$ cat src/rtl/alu_pkg.sv
// alu_pkg: opcode encodings and flag bit positions shared by the ALU pipeline
package alu_pkg;
    typedef enum logic [2:0] {
        OP_ADD = 3'b000,
        OP_SUB = 3'b001,
        OP_AND = 3'b010,
        OP_OR  = 3'b011,
        OP_XOR = 3'b100,
        OP_NOT = 3'b101,
        OP_SHL = 3'b110,
        OP_SHR = 3'b111
    } alu_op_e;
    localparam int FLAG_C = 0;
    localparam int FLAG_Z = 1;
    localparam int FLAG_N = 2;
    localparam int FLAG_V = 3;
endpackage

$ cat src/rtl/alu_core.sv
// alu_core: combinational ALU datapath with optional unsigned saturation
module alu_core import alu_pkg::*; #(
    parameter int WIDTH = 8,
    parameter bit SAT   = 1'b0
) (
    input  logic [WIDTH-1:0] op_a,
    input  logic [WIDTH-1:0] op_b,
    input  logic [2:0]       alu_op,
    output logic [WIDTH-1:0] result,
    output logic [3:0]       flags
);
    localparam int SW = $clog2(WIDTH);
    logic [SW-1:0]    sh;
    logic [WIDTH:0]   sum, diff, shl, shr;
    logic [WIDTH-1:0] raw;
    logic             c, v;
    assign sh   = op_b[SW-1:0];
    assign sum  = {1'b0, op_a} + {1'b0, op_b};
    assign diff = {1'b0, op_a} - {1'b0, op_b};
    assign shl  = {1'b0, op_a} << sh;
    assign shr  = {op_a, 1'b0} >> sh;
    // Select result and derive flags; the extra bit of shl/shr holds the last bit shifted out
    always_comb begin
        case (alu_op)
            OP_ADD:  raw = sum[WIDTH-1:0];
            OP_SUB:  raw = diff[WIDTH-1:0];
            OP_AND:  raw = op_a & op_b;
            OP_OR:   raw = op_a | op_b;
            OP_XOR:  raw = op_a ^ op_b;
            OP_NOT:  raw = ~op_a;
            OP_SHL:  raw = shl[WIDTH-1:0];
            default: raw = shr[WIDTH:1];
        endcase
        c = (alu_op == OP_ADD) ? sum[WIDTH] :
            (alu_op == OP_SUB) ? diff[WIDTH] :
            (alu_op == OP_SHL) ? shl[WIDTH] :
            (alu_op == OP_SHR) ? shr[0] : 1'b0;
        v = (alu_op == OP_ADD) ? (op_a[WIDTH-1] == op_b[WIDTH-1]) && (sum[WIDTH-1] != op_a[WIDTH-1]) :
            (alu_op == OP_SUB) ? (op_a[WIDTH-1] != op_b[WIDTH-1]) && (diff[WIDTH-1] != op_a[WIDTH-1]) : 1'b0;
        result = (SAT && c && alu_op == OP_ADD) ? '1 :
                 (SAT && c && alu_op == OP_SUB) ? '0 : raw;
        flags         = '0;
        flags[FLAG_C] = c;
        flags[FLAG_Z] = (result == '0);
        flags[FLAG_N] = result[WIDTH-1];
        flags[FLAG_V] = v;
    end
endmodule

$ cat src/rtl/alu_pipe.sv
// alu_pipe: two-stage valid/ready ALU pipeline with sticky overflow indicator
module alu_pipe import alu_pkg::*; #(
    parameter int WIDTH = 8,
    parameter bit SAT   = 1'b0
) (
    input  logic             clk,
    input  logic             rst_n,
    input  logic             in_valid,
    output logic             in_ready,
    input  logic [WIDTH-1:0] op_a,
    input  logic [WIDTH-1:0] op_b,
    input  logic [2:0]       alu_op,
    output logic             out_valid,
    input  logic             out_ready,
    output logic [WIDTH-1:0] result,
    output logic [3:0]       flags,
    output logic             ovf_sticky,
    input  logic             clr_sticky
);
    logic             s1_valid, s2_adv, s2_arith;
    logic [WIDTH-1:0] s1_a, s1_b, core_result;
    logic [2:0]       s1_op;
    logic [3:0]       core_flags;
    assign s2_adv   = !out_valid || out_ready;
    assign in_ready = !s1_valid || s2_adv;
    // Stage 1: take a new operation whenever the stage is empty or moving on
    always_ff @(posedge clk or negedge rst_n) begin
        if (!rst_n) begin
            s1_valid <= 1'b0;
            s1_a     <= '0;
            s1_b     <= '0;
            s1_op    <= '0;
        end else if (in_ready) begin
            s1_valid <= in_valid;
            if (in_valid) begin
                s1_a  <= op_a;
                s1_b  <= op_b;
                s1_op <= alu_op;
            end
        end
    end
    alu_core #(.WIDTH(WIDTH), .SAT(SAT)) u_core (
        .op_a   (s1_a),
        .op_b   (s1_b),
        .alu_op (s1_op),
        .result (core_result),
        .flags  (core_flags)
    );
    // Stage 2: register result and flags, holding them while the consumer stalls
    always_ff @(posedge clk or negedge rst_n) begin
        if (!rst_n) begin
            out_valid <= 1'b0;
            result    <= '0;
            flags     <= '0;
            s2_arith  <= 1'b0;
        end else if (s2_adv) begin
            out_valid <= s1_valid;
            if (s1_valid) begin
                result   <= core_result;
                flags    <= core_flags;
                s2_arith <= (s1_op == OP_ADD) || (s1_op == OP_SUB);
            end
        end
    end
    // Sticky overflow: set on consumption of V or arithmetic carry, clear has priority
    always_ff @(posedge clk or negedge rst_n) begin
        if (!rst_n)
            ovf_sticky <= 1'b0;
        else if (clr_sticky)
            ovf_sticky <= 1'b0;
        else if (out_valid && out_ready && (flags[FLAG_V] || (flags[FLAG_C] && s2_arith)))
            ovf_sticky <= 1'b1;
    end
endmodule

$ cat config.mk
export PLATFORM = sky130hd
export DESIGN_NAME = alu_pipe
export DESIGN_NICKNAME = d
export VERILOG_FILES = /design/src/rtl/alu_pkg.sv /design/src/rtl/alu_core.sv /design/src/rtl/alu_pipe.sv
export SDC_FILE = /design/constraint.sdc
export NUM_CORES = 1
export LEC_CHECK = 0
export BUFFER_PORTS_ARGS = -buffer_cell sky130_fd_sc_hd__buf_2
export CORE_ASPECT_RATIO = 0.5
export CORE_MARGIN = 3
export CORE_UTILIZATION = 45
export CTS_CLUSTER_SIZE = 16
export DETAILED_ROUTE_END_ITERATION = 16
export HOLD_SLACK_MARGIN = 0.08
export RECOVER_POWER = 100
export SLEW_MARGIN = 20
export SYNTH_ARGS = -nofsm -noshare
export SYNTH_HDL_FRONTEND = slang
export SYNTH_SLANG_ARGS = --single-unit
$ cat constraint.sdc
create_clock -name clk -period 6.8 [get_ports clk]
set_input_delay 0.68 -clock clk [delete_from_list [all_inputs] [get_ports clk]]
set_output_delay 0.68 -clock clk [all_outputs]
set_load 0.05 [all_outputs]
After elaboration in Yosys (flattened, before gate mapping)
Index checks and enable logic that the tools add are counted.
{ "word_totals": {"reg_bits": 35, "in_bits": 24, "output_inout_bits": 15, "wordCells": 53} }
{ "classes": {"n_addsub": 2, "eq_ne": 11, "shifts": 2, "muxes": 9, "bitwise_logic": 4, "reduce_logical": 16} }
{ "ops": {"columns": ["operator", "count"], "rows": [
  ["8-bit case mux with 7 select lines", 1],
  ["3-bit equality test (second input constant)", 4],
  ["8-bit by 8-bit adder with 9-bit output", 1],
  ["8-bit by 3-bit << shifter with 9-bit output", 1],
  ["9-bit by 3-bit right shift with 9-bit output", 1],
  ["8-bit by 8-bit subtractor with 9-bit output", 1],
  ["8-bit bitwise AND", 1],
  ["8-bit logical NOT", 1],
  ["1-bit 2-to-1 mux", 8],
  ["8-bit NOT", 1],
  ["8-bit bitwise OR", 1],
  ["8-bit XOR", 1],
  ["3-bit by 2-bit equality test with 1-bit output (second input constant)", 2],
  ["1-bit logical AND", 5],
  ["1-bit logical OR", 4],
  ["2-bit AND reduction", 2],
  ["3-bit by 1-bit equality test with 1-bit output (second input constant)", 1],
  ["3-bit logical NOT", 1],
  ["1-bit != test", 3],
  ["1-bit logical NOT", 2],
  ["2-bit nonzero test", 1],
  ["1-bit equality test", 1]
]} }

Depth between registers and ports, before layout
Gate-level depths: netlist of the first run.
{ "logic_depth": {"depth_word": 5, "depth_mapped": 11, "depth_no_buf": 10} }

Cells and area by module
From an unflattened synthesis of the first run, not the netlist that was laid out.
{ "hier_totals": {"cells_unflattened": 361, "area_unflattened_um2": 3379.5} }
{ "by_module_without_submodules": {"columns": ["mod", "instances", "cells_each", "area_each_um2", "seq_area_each_um2"], "rows": [
  ["alu_core", 1, 282, 1986.9, 0.0],
  ["alu_pipe", 1, 79, 1392.6, 875.8]
]} }

Least setup slack after synthesis of the first run
Ideal clock, no wire load.
{ "synth_timing": {"path_type": "reg-to-reg", "startpoint": "reg s1_b[2]", "endpoint": "reg flags[1]", "setup_ps": 104, "t_arrival_ps": 2518, "required_time_ps": 6696, "setup_slack_ps": 4179, "path_stages_with_launch": 12, "path_buffers": 2, "synth_period_minus_slack_ps": 2621, "path_cell_list": "dfrtp_1 -> clkbuf_1 -> inv_1 -> ha_1 -> clkbuf_1 -> xor2_1 -> o211ai_1 -> o31ai_1 -> nor4_4 -> nand3_1 -> or3_1 -> o41ai_2"} }
{ "synth_via": {"elab_chain_cells": 3, "word_cells_on_any_way": 9, "cone_classes": "2 x add/sub; 2 x shift; 1 x mux; 3 x bitwise; 1 x reduce/logical"} }
{ "synth_lines": {"columns": ["item", "line_no", "source"], "rows": [
  ["start: declaration", "alu_pipe.sv:21", "logic [WIDTH-1:0] s1_a, s1_b, core_result;"],
  ["start signal: assignment", "alu_pipe.sv:37", "s1_b <= op_b;"],
  ["8-bit by 8-bit subtractor with 9-bit output, or another cell as far along", "alu_core.sv:19", "assign diff = {1'b0, op_a} - {1'b0, op_b};"],
  ["8-bit case mux with 7 select lines (*)", "alu_core.sv:24", "case (alu_op)"],
  ["8-bit logical NOT (*)", "alu_core.sv:44", "flags[FLAG_Z] = (result == '0);"],
  ["end signal: assignment", "alu_pipe.sv:60", "flags <= core_flags;"],
  ["end: declaration", "alu_pipe.sv:16", "output logic [3:0] flags,"]
]} }
Every way passes the cells marked *; elsewhere a longest branch is shown, timed or not.
A chain may end at the register's enable or synchronous reset.

Worst setup path after layout of the first run
{ "layout_timing": {"startpoint": "reg s1_b[2]", "endpoint": "reg flags[2]"} }
{ "layout_via": {"elab_chain_cells": 2, "word_cells_on_any_way": 5, "cone_classes": "2 x add/sub; 2 x shift; 1 x mux"} }
{ "layout_lines": {"columns": ["item", "line_no"], "rows": [
  ["8-bit by 8-bit subtractor with 9-bit output, or another cell as far along", "alu_core.sv:19"],
  ["8-bit case mux with 7 select lines (*)", "alu_core.sv:24"]
]} }
Marks and branches as above.

==> metrics.cfg, run 1 <==
[run_status]
outcome = finished with violations
violations = capacitance limit, slew limit

[finish]
drive_above_1_share_pct = 19.6
fin_cells = 440
num_antenna_cells = 0
nets = 402
area_delta_synth_final_pct = 10.8
register_area_um2 = 851
multiInputGateArea_um2 = 2040
final.fill_count = 600

[route]
routed_wl_um = 8910
vias = 2711
drtPass1Iterations = 5
drc = 0
drt-vias-per-instance = 6.16
wl_per_cell_um = 20.2
ant_nets = 0
drt_iter0_drc = 251

[die]
die_h_um = 64.6
core_area_um2 = 6360
initial_utilization_pct = 48.7
dieWidth_um = 123
ioPinCount = 39
die_area_um2 = 7960
rows = 20

[global_routing]
grt_pass1_vias = 2507
grt_use_total_pct = 23.4
busiest_layer = met1
grt_pass1_wl_um = 14100
grt_max_degree = 35
grtUsageMet3_pct = 7.15
grtUsageMet2_pct = 31.4
antenna_found_initial = 0
grt_use_met1_pct = 36.7
grt_overflow = 0

[min_path]
holdCritPathClass = reg -> reg

[timing]
skew_ns = 0.00262
finalMaxSlewViolations = 35
max_slew_margin_pct = -23.2
setup_viol = 0
finalCritPeriodShare_pct = 47.5
rsz0062_at_grt = false
max_slew.worst_pin.slew_ns = 1.85
finalSetupTns_ns = 0
min_period_ns = 3.23
max_clock_freq_mhz = 310
hold_viol = 0

[clocking]
ctsResizeCount = 0
numCtsBuffers = 5
clockRootBuffer = clkbuf_16
cts_tree = built
clock-sinks = 34
h-tree-depth = 2
cts.reportedPaths.clkPinSlew_ns = 0.05
cts_setup_buffers = 0
clk_latency_ns = 0.28
cts_buffer_depth = 2
hold_buffers = 0

[placement]
gp_congestion = 1.02
portBuffers = 38
numPlacedInstances = 432
hpwl_um = 6850

[worst_setup_path]
ff2ff_setup_slack_ns = 3.57
cp.arrival_ns = 3.45
cp_max_fo = 18
worstPathRequired_ns = 7.02
end_kind = flip-flop
critPathKind = reg -> reg
start_kind = flip-flop

[synthesis]
synth-seq-cells = 34
yosysMostFrequentCell = dfrtp_1
netlist_area_um2 = 3090
synth_top_area_share_pct = 27.5
ys.warnings.count = 0
syn_inst = 328
yosysTopAreaCell = dfrtp_1
synth.top_cells.by_area = dfrtp_1, ha_1, mux2_2
ys_top_cells_by_count = dfrtp_1, mux2_2, ha_1
ys_types = 59
syn_avg_cell_area_um2 = 9.43
synth_enable_flop_cells = 0
async_flop_share_pct = 100
ys.flop_type = dfrtp_1
synth_nets = 379
ys_seq_area_share_pct = 27.5

[job]
drv_cap = 1

[power_and_ir_drop]
leakage_uw = 0.00152
powerDensity_nw_per_um2 = 332
ir_drop_uv = 168

-- sequential cells by signal (all words and copies together) (netlist names) --
signal and cells:
flags 4, out_valid 1, ovf_sticky 1, result 7
s1_a 8, s1_b 8, s1_op 3, s1_valid 1
s2_arith 1
-- final cells by class --
type | instances | share of cell area, %
timing repair buffer | 39 | 5.15
tap | 88 | 3.21
clock buffer | 5 | 3.65
inverter | 21 | 2.30
clock inverter | 3 | 1.17
multi-input combinational | 250 | 59.7
sequential | 34 | 24.8
-- layout by cell type, fill, tap and decap left out, drive strengths merged, types with 7 or more instances in the layout --
| cell type | instances |
|---|---|
| dfrtp | 34 |
| mux2 | 26 |
| ha | 25 |
| nor2 | 24 |
| buf | 22 |
| clkbuf | 22 |
| a21oi | 21 |
| inv | 21 |
| nand2 | 18 |
| o21ai | 15 |
| nand2b | 13 |
| mux2i | 10 |
| mux4 | 9 |
| xnor2 | 7 |
-- cell families after synthesis --
family	share of synthesized area, %
fa+ha+maj	11.4
mux	19.4
flops	27.5
buf+inv	5.99
simple gates	12.8
xor+xnor	2.55
compound gates	20.4
-- stage by stage --
| stage | hold slack, ns | instance area, um^2 | setup WS [ns] | utilization (%) | power, uW |
|---|---|---|---|---|---|
| global route | 0.517 | 3430 | 3.27 | 53.9 | 1210 |
| floorplan | 0.384 | 3090 | 4.18 | - | 744 |
| CTS | 0.488 | 3460 | 3.66 | 54.4 | 1150 |
| finish | 0.485 | 3430 | 3.57 | 53.9 | 1140 |
| global placement | 0.464 | 3290 | 3.74 | 51.8 | 888 |
| detailed placement | 0.475 | 3290 | 3.67 | 51.8 | 889 |
-- power by group --
group | switching, uW | internal (uW) | leakage [uW]
registers | 72.9 | 246 | 0.000406
logic | 356 | 211 | 0.00103
clock network | 81.8 | 171 | 0.0000836
total | 511 | 628 | 0.00152
-- critical path, cell delays in order, from the launching register on --
cell,delay (ns)
dfrtp_1,0.69
inv_1,0.29
ha_1,0.46
a21oi_1,0.24
o21ai_0,0.15
o31ai_1,0.47
xnor2_1,0.12
o311ai_0,0.48
mux2_2,0.25
-- routing by layer --
metal	wire length, um	vias up
met3	965	6
li1	-	1242
met4	42	0
met2	3500	148
met5	0	-
met1	4400	1315
-- final timing paths --
check	to	startpoint	depth (start not counted)
setup reg to reg	flags[2]	s1_b[2]	8
hold / removal	result[0]	result[0]	2
hold reg to reg	result[0]	result[0]	2
min in group asynchronous	s1_valid	rst_n	1
max in group asynchronous	s1_a[7]	rst_n	1
setup / recovery	flags[2]	s1_b[2]	8
(Power assumes the default switching activity.)
==> run 2: changes to the inputs <==
--- a/config.mk
+++ b/config.mk
@@ -12,6 +12,7 @@
 export CTS_CLUSTER_SIZE = 16
 export DETAILED_ROUTE_END_ITERATION = 16
 export HOLD_SLACK_MARGIN = 0.08
+export PLACE_DENSITY = 0.67
 export RECOVER_POWER = 100
 export SLEW_MARGIN = 20
 export SYNTH_ARGS = -nofsm -noshare
==> constraint.sdc (replaced) <==
create_clock -name clk -period 2.7 [get_ports clk]
set_input_delay 0.27 -clock clk [delete_from_list [all_inputs] [get_ports clk]]
set_output_delay 0.27 -clock clk [all_outputs]
set_load 0.05 [all_outputs]
==> run 2 against run 1 <==
Largest power group unchanged. Sequential share of layout area shrank 1.5 points. Sequential power increased by 130%. Die area stayed put. First-iteration DRC count increased by 40%. Total power grew to 2.7 times the previous value. The flow still finishes with violations (capacitance limit, slew limit). Maximum frequency increased by 23%.
==> metrics.cfg, run 2 (synthesized netlist as in run 1, its figures left out) <==
[run_status]
outcome = finished with violations
violations = capacitance limit, slew limit

[clocking]
clockRootBuffer = clkbuf_16
clock-sinks = 34  ; unchanged
numCtsBuffers = 5  ; unchanged
cts.reportedPaths.clkPinSlew_ns = 0.06  ; about the same
h-tree-depth = 2  ; unchanged
cts_tree = built
clk_latency_ns = 0.28  ; about the same
hold_buffers = 0  ; unchanged
cts_buffer_depth = 2  ; unchanged

[timing]
max_slew_margin_pct = -27.3  ; -4.1 points
rsz0062_at_grt = true
setup_viol = 0  ; unchanged
worst_slack_ns = 0.0823  ; -3.49 ns
min_period_ns = 2.62  ; -0.611 ns
max_slew.worst_pin.slew_ns = 1.91  ; +0.0621 ns
skew_ns = 0.00557  ; +0.00294 ns
whs_ns = 0.130  ; -0.355 ns
max_clock_freq_mhz = 382  ; +23%
finalMaxSlewViolations = 35  ; unchanged
finalCritPeriodShare_pct = 97.0  ; +49 points
hold_viol = 0  ; unchanged

[worst_setup_path]
r2r-start = s1_a[0]
critPathMaxStageDelay_ns = 0.40  ; -0.29 ns
path_cells = inv_1 > ha_2 > fa_2 > o21ba_2 > o21ai_0 > o211ai_1 > xnor2_1 > o211ai_1 > or3_1 > o41ai_2
cp.arrival_ns = 2.80  ; -0.65 ns
worstPathRequired_ns = 2.88  ; -4.14 ns
critPathKind = reg -> reg
critPathSlowestCell = dfrtp_1
critPathMostFrequentCell = o211ai_1
start_kind = flip-flop
worstSetupStartpoint = s1_a[0]
end_kind = flip-flop
cp_max_fo = 4  ; -14

[die]
ioPinCount = 39  ; unchanged
initial_utilization_pct = 48.7  ; unchanged
rows = 20  ; unchanged
die_h_um = 64.6  ; unchanged
dieWidth_um = 123  ; unchanged
die_area_um2 = 7960  ; unchanged
core_area_um2 = 6360  ; unchanged

[power_and_ir_drop]
powerDensity_nw_per_um2 = 827  ; +150%
swShare_pct = 44.7  ; -0.14 points
p_seq_share_pct = 23.9  ; -4.1 points
leakage_uw = 0.00166  ; +8.8%
p_clk_share_pct = 21.4  ; -0.8 points
p_sw_uw = 1360  ; +170%
ir_drop_uv = 406  ; +140%
finalPower_uw = 3030  ; +170%
p_comb_share_pct = 54.7  ; +4.9 points
p_int_uw = 1680  ; +170%

[route]
ant_nets = 0  ; unchanged
vias = 2822  ; +4.1%
drt_iter0_drc = 352  ; +40%
drc = 0  ; unchanged
wl_per_cell_um = 20.5  ; +1.4%
routed_wl_um = 9600  ; +7.8%
drt-vias-per-instance = 6.03  ; -2.1%
drtPass1Iterations = 5  ; unchanged

[finish]
drive_above_1_share_pct = 28.2  ; +8.6 points
final_cell_mix = dfrtp_1, mux2_2, buf_4
largest_registers = s1_a x8, s1_b x8, result x7
area_delta_synth_final_pct = 18.6
final_common_cell = dfrtp_1
design_area_um2 = 3670  ; +7.1%
num_antenna_cells = 0  ; unchanged
nets = 430  ; +7.0%
final.fill_count = 607  ; +1.2%

[placement]
portBuffers = 38  ; unchanged
post-place-ws_ns = -0.0192  ; -3.69 ns
hpwl_um = 7390  ; +7.9%
postPlaceCellArea_um2 = 3490  ; +5.9%
gp_congestion = 1.01  ; -1.4%

[global_routing]
grt_pass1_vias = 2691  ; +7.3%
grt_max_degree = 35  ; unchanged
grt_pass1_wl_um = 15000  ; +6.8%
grt_overflow = 0  ; unchanged
grt_use_total_pct = 25.0  ; +1.7 points
antenna_found_initial = 0  ; unchanged

[min_path]
min_from = clr_sticky
holdCritPathClass = in -> reg

[job]
drv_cap = 1  ; unchanged

-- run 2: layer usage --
metal | global-route usage, % | vias to the layer above | wire (um)
li1 | - | 1301 | -
met1 | 39.1 | 1381 | 4820
met2 | 32.9 | 134 | 3740
met3 | 8.89 | 6 | 979
met4 | 3.72 | 0 | 64
met5 | 0 | - | 0
-- run 2: cell type report --
| class | count | area [um^2] | share of cell area (%) |
|---|---|---|---|
| tap | 88 | 110 | 3.00 |
| multi-input combinational | 250 | 2080 | 56.6 |
| clock inverter | 3 | 40.0 | 1.09 |
| clock buffer | 5 | 125 | 3.41 |
| inverter | 21 | 78.8 | 2.15 |
| sequential | 34 | 855 | 23.3 |
| timing repair buffer | 67 | 384 | 10.5 |
-- run 2: path summary, 6_finish.rpt --
path | endpoint | slack [ns] | cells past startpoint
max reg2reg | flags[1] | 0.08 | 10
min | ovf_sticky | 0.13 | 2
min reg2reg | s2_arith | 0.48 | 1
min in group asynchronous | ovf_sticky | 0.51 | 1
max in group asynchronous | s1_a[6] | 0.94 | 1
max | flags[1] | 0.08 | 10
-- run 2: what timing repair did --
| action | in CTS | in global routing |
|---|---|---|
| resized for setup | 1 | 9 |
| pin swaps | 0 | 3 |
| endpoints found under the setup margin | 1 | 4 |
| setup buffers | 0 | 2 |
-- run 2: worst max-delay path: cells and delay by family, from the launching register on --
family                     cells  cell delay [ns]
buffers and inverters          1             0.10
and+or+nand+nor                1             0.38
DFF                            1             0.40
adders and majority gates      2             0.56
xor gates and xnor gates       1             0.25
AOI/OAI and AO/OA              5             0.84
-- run 2: per-stage QoR --
step | utilization (%) | TNS, ns | instances
6_report | 57.7 | 0 | 468
3_3_place_gp | 54.9 | 0 | 458
3_5_place_dp | 54.9 | -0.0192 | 458
2_1_floorplan | - | 0 | 328
4_1_cts | 57.5 | 0 | 466
5_1_grt | 57.7 | -0.0856 | 468
-- run 2: power groups by stage --
stage               Clock (uW)  Sequential [uW]  Combinational [uW]
finish                     648              724                1660
global route               682              743                1780
CTS                        657              719                1620
detailed placement           0              728                1610
global placement             0              717                1620
floorplan                    0              938                 935
==> run 3: changes to the inputs <==
--- a/config.mk
+++ b/config.mk
@@ -5,6 +5,7 @@
 export SDC_FILE = /design/constraint.sdc
 export NUM_CORES = 1
 export LEC_CHECK = 0
+export ABC_AREA = 1
 export BUFFER_PORTS_ARGS = -buffer_cell sky130_fd_sc_hd__buf_2
 export CORE_ASPECT_RATIO = 0.5
 export CORE_MARGIN = 3
==> run 3 against run 2 <==
The flow still finishes with violations (capacitance limit, slew limit). Count of clock-buffer cells in the layout unchanged. Total power shrank 3.2%. Register-to-register slack improved by 0.30 ns. Area after synthesis is 4.7% higher. Critical path type unchanged. Highest routed layer unchanged.
==> metrics.cfg, run 3 <==
[finish]
final_cell_mix = nand2_1, nor2_1, nand3_1
final_common_cell = nand2_1
num_antenna_cells = 0  ; unchanged
final.fill_count = 730  ; +20%
largest_registers = s1_a x8, s1_b x8, result x7
area_delta_synth_final_pct = 10.9
drive_above_1_share_pct = 12.1  ; -16 points
nets = 571  ; +33%

[route]
ant_nets = 0  ; unchanged
drt_iter0_drc = 457  ; +30%
wl_per_cell_um = 15.8  ; -23%
drc = 0  ; unchanged
drtPass1Iterations = 5  ; unchanged
drt-vias-per-instance = 5.47  ; -9.3%
vias = 3354  ; +19%
routed_wl_um = 9680  ; +0.81%

[timing]
finalCritPeriodShare_pct = 85.9  ; -11 points
max_slew_margin_pct = -29.7  ; -2.4 points
hold_viol = 0  ; unchanged
worst_slack_ns = 0.380  ; +0.298 ns
max_clock_freq_mhz = 431  ; +13%
max_slew.worst_pin.slew_ns = 1.95  ; +0.0363 ns
rsz0062_at_grt = false
setup_viol = 0  ; unchanged
skew_ns = 0.0111  ; +0.00555 ns
finalSetupTns_ns = 0  ; unchanged
finalMaxSlewViolations = 75  ; +110%
min_period_ns = 2.32  ; -0.298 ns

[run_status]
outcome = finished with violations
violations = capacitance limit, slew limit

[clocking]
ctsResizeCount = 0  ; -1
cts_setup_buffers = 0  ; unchanged
cts_buffer_depth = 2  ; unchanged
h-tree-depth = 2  ; unchanged
cts.reportedPaths.clkPinSlew_ns = 0.06  ; about the same
clk_latency_ns = 0.29  ; about the same
cts_tree = built
numCtsBuffers = 5  ; unchanged
clockRootBuffer = clkbuf_16
hold_buffers = 0  ; unchanged
clock-sinks = 34  ; unchanged

[synthesis]
yosysMostFrequentCell = nand2_1
async_flop_share_pct = 100  ; unchanged
netlist_area_um2 = 3240  ; +4.7%
syn_inst = 488  ; +49%
syn_avg_cell_area_um2 = 6.64  ; -30%
synth_nets = 539  ; +42%
synth_enable_flop_cells = 0  ; unchanged
ys_types = 34  ; -42%
ys.flop_type = dfrtp_1
synth-seq-cells = 34  ; unchanged
synth_top_area_share_pct = 26.3  ; -1.2 points
ys_seq_area_share_pct = 26.3  ; -1.2 points
yosysTopAreaCell = dfrtp_1
ys_top_cells_by_count = nand2_1, nor2_1, nand3_1
ys.warnings.count = 0  ; unchanged
synth.top_cells.by_area = dfrtp_1, nand2_1, ha_1

[die]
dieWidth_um = 126  ; +2.2%
rows = 21  ; +5.0%
core_area_um2 = 6830  ; +7.5%
initial_utilization_pct = 47.4  ; -1.2 points
die_area_um2 = 8310  ; +4.4%
die_h_um = 66.0  ; +2.1%
ioPinCount = 39  ; unchanged

[worst_setup_path]
start_kind = flip-flop
cp_max_fo = 5  ; +1
critPathKind = reg -> reg
end_kind = flip-flop
worstPathRequired_ns = 2.93  ; +0.05 ns
cp.arrival_ns = 2.55  ; -0.25 ns

[global_routing]
grt_use_total_pct = 24.4  ; -0.62 points
grt_max_degree = 40  ; +14%
grt_pass1_wl_um = 15800  ; +5.3%
antenna_found_initial = 0  ; unchanged
grt_pass1_vias = 2933  ; +9.0%
grt_overflow = 0  ; unchanged

[placement]
portBuffers = 38  ; unchanged
post-place-ws_ns = 0.417  ; +0.436 ns
gp_congestion = 1.01  ; +0.43%
hpwl_um = 7460  ; +0.93%

[job]
drv_cap = 2  ; +1

[power_and_ir_drop]
powerDensity_nw_per_um2 = 817  ; -1.1%
ir_drop_uv = 576  ; +42%
leakage_uw = 0.00184  ; +11%
finalPower_uw = 2940  ; -3.2%

[min_path]
holdCritPathClass = in -> reg

-- run 3: cell types whose count changed in the layout (fill, tap and decap cells not counted), sizes merged, moves of 10 or more --
cell | previous run | this run
buf | 49 | 27
inv | 21 | 53
mux2 | 26 | 0
mux2i | 10 | 0
nand2 | 18 | 129
nand2b | 13 | 0
nand3 | 5 | 68
nand4 | 0 | 11
nor2 | 24 | 77
-- run 3: worst max-delay path: stages, from the launching register on --
cell and delay [ns]:
dfrtp_1 0.41, inv_1 0.12, ha_1 0.27, fa_1 0.42, inv_1 0.07, nand2_1 0.06, nand2_1 0.11, nand3_1 0.08
nand3_1 0.08, nand2_1 0.12, nor3_2 0.23, nand2_1 0.07, nor2_1 0.09, nand3_1 0.07, nand2_1 0.06
-- run 3: cells by family after synthesis --
family | after synthesis | share of synthesized area, %
DFF | 34 | 26.3
and+or+nand+nor | 292 | 42.1
xor gates and xnor gates | 2 | 0.541
buffers and inverters | 72 | 10.0
AOI/OAI and AO/OA | 61 | 10.2
adders and majority gates | 27 | 10.9
-- run 3: path summary, 6_finish.rpt --
kind	from	endpoint	slack, ns	cells after the start
hold reg to reg	s2_arith	s2_arith	0.47	2
setup reg to reg	s1_a[0]	flags[1]	0.38	14
hold / removal	clr_sticky	ovf_sticky	0.12	2
min in group asynchronous	rst_n	s1_a[5]	0.52	1
setup / recovery	s1_a[0]	flags[1]	0.38	14
max in group asynchronous	rst_n	flags[1]	1.06	1
-- run 3: layout make-up --
type / count / area [um^2] / share of cell area, %
timing repair buffer: 44 / 211 / 5.89
multi-input combinational: 382 / 2040 / 56.9
clock inverter: 3 / 45.0 / 1.25
tap: 92 / 115 / 3.20
clock buffer: 5 / 125 / 3.48
inverter: 53 / 201 / 5.61
sequential: 34 / 851 / 23.7
-- run 3: through the flow --
stage                     hold WS [ns]  util [%]  instance area, um^2  instances
after CTS                        0.108      53.2                 3640        613
after detailed placement         0.419      50.7                 3470        605
after global placement           0.411      50.7                 3470        605
after floorplan                -0.0256         -                 3240        488
after global routing             0.136      52.6                 3590        613
final                            0.125      52.6                 3590        613
-- run 3: layer usage --
layer / global-route usage, % / part of all wire, %
met5: 0 / 0
met4: 3.88 / 0.91
met3: 6.61 / 12
met2: 31.5 / 37
met1: 39.4 / 50
-- run 3: where the power goes --
part           switching [uW]  internal (uW)  total [uW]
registers                 127            627         754
clock network             248            436         684
logic                    1100            401        1500
total                    1470           1460        2940
